### src/rtl/midi_uart_arbiter.sv
// Round-robin arbiter that streams whole MIDI messages from note/volume senders into one uart_tx.
// Optional running status (omit repeated status bytes) is enabled by defining MIDI_RUNNING_STATUS_EN.
`timescale 1ns/1ps
module midi_uart_arbiter #(
    parameter int BUSY_WAIT = 16
) (
    input  logic       clk,
    input  logic       rst,
    input  logic       a_valid,
    input  logic [7:0] a_status,
    input  logic [7:0] a_data1,
    input  logic [7:0] a_data2,
    output logic       a_ready,
    input  logic       b_valid,
    input  logic [7:0] b_status,
    input  logic [7:0] b_data1,
    input  logic [7:0] b_data2,
    output logic       b_ready,
    output logic [7:0] midi_byte,
    output logic       midi_send,
    input  logic       uart_busy,
    output logic       busy,
    output logic       err_pulse
);

    localparam int CW = $clog2(BUSY_WAIT + 1);

    typedef enum logic [2:0] {
        S_IDLE,
        S_CAPTURE,
        S_SEND,
        S_WAIT_HI,
        S_WAIT_LO
    } state_t;

    state_t         state_q, state_d;
    logic           grant_q, grant_d;          // 0 = A, 1 = B
    logic           last_grant_q, last_grant_d;
    logic [7:0]     status_q, status_d;
    logic [7:0]     data1_q, data1_d;
    logic [7:0]     data2_q, data2_d;
    logic [1:0]     idx_q, idx_d;
    logic [1:0]     last_idx_q, last_idx_d;
    logic [CW-1:0]  wait_cnt_q, wait_cnt_d;
`ifdef MIDI_RUNNING_STATUS_EN
    logic [7:0]     last_status_q, last_status_d;
`endif

    logic [7:0] sel_status, sel_data1, sel_data2;
    logic [1:0] start_idx;

    assign sel_status = grant_q ? b_status : a_status;
    assign sel_data1  = grant_q ? b_data1  : a_data1;
    assign sel_data2  = grant_q ? b_data2  : a_data2;

`ifdef MIDI_RUNNING_STATUS_EN
    assign start_idx = (sel_status == last_status_q) ? 2'd1 : 2'd0;
`else
    assign start_idx = 2'd0;
`endif

    // Data bytes are stored with bit7 already cleared, so the byte mux is a plain select.
    always_comb begin
        case (idx_q)
            2'd0:    midi_byte = status_q;
            2'd1:    midi_byte = data1_q;
            default: midi_byte = data2_q;
        endcase
    end

    always_comb begin
        state_d      = state_q;
        grant_d      = grant_q;
        last_grant_d = last_grant_q;
        status_d     = status_q;
        data1_d      = data1_q;
        data2_d      = data2_q;
        idx_d        = idx_q;
        last_idx_d   = last_idx_q;
        wait_cnt_d   = wait_cnt_q;
`ifdef MIDI_RUNNING_STATUS_EN
        last_status_d = last_status_q;
`endif
        a_ready   = 1'b0;
        b_ready   = 1'b0;
        midi_send = 1'b0;
        err_pulse = 1'b0;
        busy      = (state_q != S_IDLE);

        case (state_q)
            S_IDLE: begin
                if (a_valid && b_valid) begin
                    grant_d = ~last_grant_q;
                    state_d = S_CAPTURE;
                end else if (a_valid) begin
                    grant_d = 1'b0;
                    state_d = S_CAPTURE;
                end else if (b_valid) begin
                    grant_d = 1'b1;
                    state_d = S_CAPTURE;
                end
            end
            S_CAPTURE: begin
                a_ready      = ~grant_q;
                b_ready      = grant_q;
                last_grant_d = grant_q;
                if (!sel_status[7]) begin
                    err_pulse = 1'b1;
                    state_d   = S_IDLE;
                end else begin
                    status_d   = sel_status;
                    data1_d    = {1'b0, sel_data1[6:0]};
                    data2_d    = {1'b0, sel_data2[6:0]};
                    idx_d      = start_idx;
                    last_idx_d = (sel_status[7:5] == 3'b110) ? 2'd1 : 2'd2;
                    state_d    = S_SEND;
                end
            end
            S_SEND: begin
                // Hold off the start pulse while the UART still reports busy.
                if (!uart_busy) begin
                    midi_send  = 1'b1;
                    wait_cnt_d = '0;
                    state_d    = S_WAIT_HI;
`ifdef MIDI_RUNNING_STATUS_EN
                    if (idx_q == 2'd0) last_status_d = status_q;
`endif
                end
            end
            S_WAIT_HI: begin
                if (uart_busy) begin
                    state_d = S_WAIT_LO;
                end else if (wait_cnt_q == CW'(BUSY_WAIT - 1)) begin
                    if (idx_q == last_idx_q) begin
                        state_d = S_IDLE;
                    end else begin
                        idx_d   = idx_q + 2'd1;
                        state_d = S_SEND;
                    end
                end else begin
                    wait_cnt_d = wait_cnt_q + CW'(1);
                end
            end
            S_WAIT_LO: begin
                if (!uart_busy) begin
                    if (idx_q == last_idx_q) begin
                        state_d = S_IDLE;
                    end else begin
                        idx_d   = idx_q + 2'd1;
                        state_d = S_SEND;
                    end
                end
            end
            default: state_d = S_IDLE;
        endcase
    end

    always_ff @(posedge clk or posedge rst) begin
        if (rst) begin
            state_q      <= S_IDLE;
            grant_q      <= 1'b0;
            last_grant_q <= 1'b1;
            status_q     <= '0;
            data1_q      <= '0;
            data2_q      <= '0;
            idx_q        <= '0;
            last_idx_q   <= '0;
            wait_cnt_q   <= '0;
`ifdef MIDI_RUNNING_STATUS_EN
            last_status_q <= '0;
`endif
        end else begin
            state_q      <= state_d;
            grant_q      <= grant_d;
            last_grant_q <= last_grant_d;
            status_q     <= status_d;
            data1_q      <= data1_d;
            data2_q      <= data2_d;
            idx_q        <= idx_d;
            last_idx_q   <= last_idx_d;
            wait_cnt_q   <= wait_cnt_d;
`ifdef MIDI_RUNNING_STATUS_EN
            last_status_q <= last_status_d;
`endif
        end
    end

endmodule

### config.mk
export PLATFORM = sky130hd
export DESIGN_NAME = midi_uart_arbiter
export DESIGN_NICKNAME = d
export VERILOG_FILES = /design/src/rtl/midi_uart_arbiter.sv
export SDC_FILE = /design/constraint.sdc
export NUM_CORES = 1
export LEC_CHECK = 0
export CORE_MARGIN = 1.5
export CORE_UTILIZATION = 35
export DETAILED_ROUTE_END_ITERATION = 6
export PLACE_DENSITY = 0.65
export SYNTH_ARGS = -nofsm -noshare
export SYNTH_HDL_FRONTEND = slang
export SYNTH_SLANG_ARGS = --single-unit
### constraint.sdc
create_clock -name clk -period 3.55 [get_ports clk]
set_clock_uncertainty 0.15 [all_clocks]
set_input_delay 0.71 -clock clk [delete_from_list [all_inputs] [get_ports clk]]
set_output_delay 0.71 -clock clk [all_outputs]
set_load 0.01 [all_outputs]
Word-level counts from Yosys, hierarchy flattened. Index checks and enable logic that the tools add are counted.

Register bits after elaboration: 36. Input bits: 53. Logic and storage cells: 75. Output and inout port bits: 13.

Eq/ne operators: 16. Mux-type cells: 34. Reduce and logical (&&, ||, !) cells: 12. Bitwise operators: 2. $add $sub $neg: 2.

Operators by type and width (count): two-way mux 3 bit (7); two-way mux 2 bit (8); one-hot mux 8 bit (2 select lines) (1); two-way mux 5 bit (3); one-hot mux 3 bit (5 select lines) (1); two-way mux 7 bit (2); != test 2 bit (second input constant) (6); one-hot mux 5 bit (2 select lines) (1); two-way mux 1 bit (9); nonzero test 3 bit (3); two-way mux 8 bit (1); AND reduction 4 bit (2); equality test 3 x 2 -> 1 bit (second input constant) (2); equality test 3 bit (second input constant) (2); one-hot mux 2 bit (3 select lines) (1); adder 5 x 1 -> 5 bit (second input constant) (1); equality test 5 x 4 -> 1 bit (second input constant) (1); AND reduction 5 bit (1); != test 4 bit (second input constant) (1); AND reduction 2 bit (2); equality test 3 x 1 -> 1 bit (second input constant) (1); zero test 3 bit (1); != test 3 bit (second input constant) (1); adder 2 x 1 -> 2 bit (second input constant) (1); other kinds (6) (7).

Depth between registers and ports, before layout.
Depth after elaboration: 5. Depth in mapped cells: 7. Mapped depth without buffers: 7.

Least setup slack after synthesis. OpenSTA, ideal clock, no wires.

Kind: input to output. Start: input port uart_busy. End: output port midi_send. Slack: 1314 ps. Data arrival time: 1376 ps. Cell stages on the path: 3. Cells stage by stage: or3b_1 > buf_6 > nor2_1.

Cells in the longest elaborated chain, start to end: 2.

Ends and longest elaborated chain: start: declaration (line 21) `input logic uart_busy,`; two-way mux 1 bit (line 121) `if (!uart_busy) begin`; two-way mux 1 bit (line 90) `case (state_q)`; end: declaration (line 20) `output logic midi_send,`.

No other way between the ends.

Worst setup path after layout.
Start: register idx_q[0]. End: output port midi_byte[1].

Cells in the longest elaborated chain, start to end: 2. Elaborated cells between the ends (all ways): 3. Those cells by class: eq/ne: 1; mux: 1; reduce/logical: 1.

Ends and longest elaborated chain: start: declaration (line 42) `logic [1:0] idx_q, idx_d;`; start signal: assignment (line 179) `idx_q <= idx_d;`; equality test 2 x 1 -> 1 bit or zero test 2 bit (tied branches) (line 64) `case (idx_q)`; one-hot mux 8 bit (2 select lines) * (line 64); end: declaration (line 19) `output logic [7:0] midi_byte,`.

Every way passes the cells marked *; elsewhere a longest branch is shown, timed or not.

==> flow_summary.toml <==
[clock_network]
clk_pin_slew_worst_paths_ns = 0.07
cts_setup_buffers = 0
hold_buffers = 0
insertion_delay_ns = 0.27
cts_root_buf = "clkbuf_8"
cts_resized = 0
h-tree-depth = 2
cts_buffers = 5
max-clock-path-buffers = 2
clock-sinks = 36
cts_tree = "yes"

[critical_path]
path_delay_family = "buffers and inverters"
cp_common_cell = "nand2_1"
crit_chain = "inv_1, ha_1, nor2_1, nand2_1, nand2_1, clkdlybuf4s50_1"
cp_slowest_cell = "clkdlybuf4s50_1"
critPathBufInv = 2
cpPeakStageDelay_ns = 0.54
crit_path_max_fanout = 9
critical_path_class = "flop to output port"
required_ns = 2.69
endpoint_kind = "output port"
startpoint_type = "flop"
worstPathArrival_ns = 2.23

[detailed_routing]
dr.pass1.iters = 4
wl_mm = 4.32
drc_errors = 0
antenna_left = 0
vias = 1676
vias_per_cell = 4.87
drt-initial-drc-count = 60
wire_per_inst_um = 12.6

[floorplanning]
die-area_mm2 = 0.00631
rows = 27
pin_count = 66
die_x_um = 79.5
die_h_um = 79.5
coreArea_mm2 = 0.00557
initial_utilization = 0.367

[placement]
dp.final_hpwl_mm = 3.14
io_buffers = 61
dp_slack_ns = 0.457
dpl.cell_count = 336
place_congestion = 0.745
placed_cell_area_mm2 = 0.00267

[grt]
grt_antenna_before_repair = 0
grt_pass1_wl_mm = 7.33
grt_usage = 0.147
grt_remaining_overflow = 0
grt_pass1_vias = 1613
grt_max_degree = 47

[timing]
finalWorstSetupSlack_ns = 0.461
hold_violations = 0
whs_ns = 0.310
period_share = 0.870
tightest_slew_ns = 0.719
final_max_slew_viol_count = 0
tns_ns = 0
rsz0062_at_grt = "false"
finalSetupViolCount = 0
relSlewSlack = 0.519
period_needed_ns = 3.09
fmax_mhz = 324

[synthesis]
synthXorXnorAreaFrac = 0.00856
synthAdderAreaFrac = 0.0245
syn-instance-count = 213
synth_compound_area_frac = 0.164
yosysTopAreaCellShare = 0.428
synthSimpleGateAreaFrac = 0.174
synth_fp_nets = 270
ys_top_cells_by_area = "dfrtp_1 (43%), mux2i_1 (11%), nand2_1 (7.9%), o21ai_0 (5.4%), a22oi_1 (2.9%)"
ys_types = 43
yosysTopAreaCell = "dfrtp_1"
ys_seq_elements = 36
synth_top_family_by_area = "simple AND/OR/NAND/NOR gates"
syn_area_mm2 = 0.00205
synth_seq_area_share = 0.441
avgSynthCellArea_um2 = 9.60
muxShareOfSynthArea = 0.129
ys_warn_count = 0

[min_path]
hold_class = "flop to flop"

[finish]
fin_cells = 344
syn_to_final_growth_pct = 35.0
n_antenna_cell = 0
drive_gt1_frac = 0.0919
finalInstanceArea_mm2 = 0.00276
fin_nets = 328
final_core_util = 0.495

[run]
maxCapViolations = 0

[pwr]
p_per_area_mw_per_mm2 = 755
fin_total_pwr_mw = 2.08
ir_drop_mv = 0.373
p_leak_nw = 1.23

[outcome]
outcome = "complete, no violations"
worst register-to-register path: cells and delay by family (launching register included):
family / cells / cell delay, ns
mux: 1 / 0.19
compound gates: 2 / 0.43
flops: 1 / 0.42
fa+ha+maj: 2 / 0.51
simple gates: 2 / 0.39
worst paths after layout:
path / cells past startpoint / slack (ns) / startpoint / endpoint
min reg2reg: 1 / 0.31 / status_q[7]$_DFFE_PP0P_ / status_q[7]$_DFFE_PP0P_
max: 6 / 0.46 / idx_q[0]$_DFFE_PP0P_ / midi_byte[1]
max reg2reg: 7 / 1.39 / wait_cnt_q[0]$_DFFE_PP0P_ / idx_q[0]$_DFFE_PP0P_
min: 1 / 0.31 / status_q[7]$_DFFE_PP0P_ / status_q[7]$_DFFE_PP0P_
max in group asynchronous: 3 / 2.20 / rst / last_grant_q$_DFFE_PP1P_
min in group asynchronous: 3 / 0.70 / rst / grant_q$_DFFE_PP0P_
kinds of logic (layout without fill, tap and decap cells):
| kind of cell | after synthesis | count (layout) |
|---|---|---|
| XOR/XNOR | 2 | 2 |
| multiplexers | 26 | 26 |
| flip-flops | 36 | 36 |
| AO/OA/AOI/OAI | 52 | 52 |
| adder cells (fa/ha/maj) | 4 | 4 |
| buffers and inverters | 19 | 78 |
| AND/OR/NAND/NOR | 74 | 74 |
cells in the mapped netlist, drive strengths merged:
library cell  number
mux2i             23
nor2              11
nor3               3
inv                6
nand4b             1
a32o               1
or3b               2
mux2               3
xnor2              2
o41ai              1
a21oi              6
and3               1
nor2b              1
nand2b             2
o21ai             27
dfstp              1
buf               12
and2               5
ha                 4
nor3b              1
or2b               1
a221oi             1
a31oi              2
a21o               2
clkbuf             1
a22oi              8
dfrtp             35
nand2             44
a32oi              1
a22o               3
and2b              2
routing by layer:
metal  GRT usage  up-vias  share of wire
met5           0        -              0
li1            -      854              -
met1       0.199      788           0.46
met3      0.0331        2          0.039
met4      0.0526        0         0.0093
met2       0.229       32           0.49
layout make-up:
cell class                 count  area [um2]
fill                         559        2810
multi-input combinational    158        1020
sequential                    36         902
timing repair buffer          64         633
clock buffer                   8        90.1
tap                           72        90.1
inverter                       6        22.5
flip-flops by register name (all words and copies together) (netlist names):
signal,count
wait_cnt_q,5
data2_q,7
idx_q,2
grant_q,1
last_idx_q,2
state_q,3
status_q,8
data1_q,7
last_grant_q,1
power breakdown:
| part | switching (mW) | leakage [nW] | internal, mW |
|---|---|---|---|
| combinational | 0.527 | 0.739 | 0.536 |
| sequential | 0.136 | 0.449 | 0.594 |
| clock | 0.133 | 0.0455 | 0.158 |
| total | 0.796 | 1.23 | 1.29 |
placed cells by master, fill, tap and decap left out, types with 2 or more instances in the layout:
cell type / count
inv_1: 6
clkdlybuf4s50_1: 61
nor3_2: 2
o21ai_1: 3
clkbuf_8: 6
o21ai_0: 22
and2b_2: 2
nand2b_1: 2
a21o_1: 2
a22o_2: 2
nand2_1: 43
mux2i_1: 23
xnor2_1: 2
a21oi_1: 5
a22oi_1: 8
ha_1: 4
and2_1: 5
nor2_1: 10
mux2_2: 2
dfrtp_1: 35
buf_4: 3
o21ai_2: 2
clkbuf_1: 2
a31oi_1: 2
(Power assumes the default switching activity.)
==> patch, RTL diff (config.mk and constraints unchanged) <==
Encoding of `state_t`: now Gray code (3 bits for 5 states).
--- a/src/rtl/midi_uart_arbiter.sv
+++ b/src/rtl/midi_uart_arbiter.sv
@@ -26,11 +26,11 @@
     localparam int CW = $clog2(BUSY_WAIT + 1);
 
     typedef enum logic [2:0] {
-        S_IDLE,
-        S_CAPTURE,
-        S_SEND,
-        S_WAIT_HI,
-        S_WAIT_LO
+        S_IDLE    = 3'b000,
+        S_CAPTURE = 3'b001,
+        S_SEND    = 3'b011,
+        S_WAIT_HI = 3'b010,
+        S_WAIT_LO = 3'b110
     } state_t;
 
     state_t         state_q, state_d;
Behaviour: no difference found for any inputs over 10 cycles, from zero or initial values and one cycle with rst high; not proved beyond that.
==> patch against the unedited design <==
- setup slack worse by 0.026 ns
- die area is 0.13% higher
- area after synthesis is 0.12% higher
- final area is 1.2% higher
- synthesized cell count is 1.4% higher
- via count is 0.72% higher
- count of clock-buffer cells in the layout stayed put
- sequential power is 6.6% higher
- total power is 4.5% higher
- sequential cell count stayed put
- register-to-register slack hardly changed
- routed wire length is 1.3% higher
- critical path type unchanged
==> patch: results (changes against the unedited design) <==
muxShareOfSynthArea: 0.113  # was 0.129
ys_seq_area_frac: 0.440  # was 0.441
wl_met1_um: 2010  # was 2000 um
synthAdderAreaFrac: 0.0244  # was 0.0245
gr-usage-met2: 0.214  # was 0.229
synthTopCellsByArea: "dfrtp_1 (43%), mux2i_1 (11%), a21oi_2 (7.7%), nor2_1 (5.9%), nand2_1 (3.7%)"  # was dfrtp_1 (43%), mux2i_1 (11%), nand2_1 (7.9%), o21ai_0 (5.4%), a22oi_1 (2.9%)
synth_commonest_cells: "dfrtp_1 (35), nor2_1 (32), mux2i_1 (22)"  # was nand2_1 (43), dfrtp_1 (35), mux2i_1 (23)
synth-xor-area-share: 0.00855  # was 0.00856
wl_met2_um: 2010  # was 2110 um
fin_crit_sh: 0.878  # was 0.870
path_delay_family: "simple AND/OR/NAND/NOR gates"  # was buffers and inverters
wl_per_cell_um: 12.6  # about the same
r2r_slack_ns: 1.39  # about the same
placed_area_mm2: 0.00270  # was 0.00267 mm^2
routed.top_layer: "met4"  # unchanged
synth_cell_types: 41  # was 43
grt_pass1_wl_um: 7150  # was 7330 um
gr-usage-met1: 0.201  # was 0.199
synth-compound-area-share: 0.197  # was 0.164
timing.rr.start: "state_q[0]"  # was wait_cnt_q[0]
grt_pass1_vias: 1535  # was 1613
drt_iter0_drc: 123  # was 60
worstPathArrival_ns: 2.26  # was 2.23 ns
route.met3.wl_um: 261  # was 170 um
hold_path_depth: 1  # unchanged
status: "finished clean"  # unchanged
met3_usage: 0.0354  # was 0.0331
p_leak_nw: 1.23  # about the same
drive_gt1_frac: 0.120  # was 0.0919
holdWs_ns: 0.303  # was 0.310 ns
drtPass1Iterations: 4  # unchanged
endpoint: "midi_byte[2]"  # was midi_byte[1]
max_slew.worst_pin.slew_ns: 0.679  # was 0.719 ns
reg2regPathDepth: 5  # was 7
path_max_fanout: 9  # unchanged
sw_frac_of_total: 0.384  # was 0.382
## patch: cell count changes after synthesis, sizes merged, moves of 4 or more
| cell | change |
|---|---|
| and2 | -4 |
| inv | +4 |
| o21ai | -17 |
| clkbuf | +4 |
| nand2 | -24 |
| nor2 | +22 |
| a21oi | +20 |
## patch: through the flow
step | total power, mW | std cells
detailed placement | 1.90 | 340
global placement | 1.88 | 340
global route | 2.37 | 348
CTS | 2.20 | 348
floorplan | 1.48 | 216
finish | 2.18 | 348
## patch: cell type report
type	instances	area, um^2
multi-input combinational	155	1020
tap	72	90.1
fill	540	2780
inverter	10	37.5
sequential	36	902
timing repair buffer	67	656
clock buffer	8	90.1
## patch: power by group through the flow
stage	sequential [mW]	combinational, mW	clock [mW]
floorplan	0.712	0.771	0
global placement	0.783	1.10	0
detailed placement	0.789	1.11	0
CTS	0.782	1.11	0.305
global route	0.810	1.23	0.326
finish	0.778	1.10	0.300
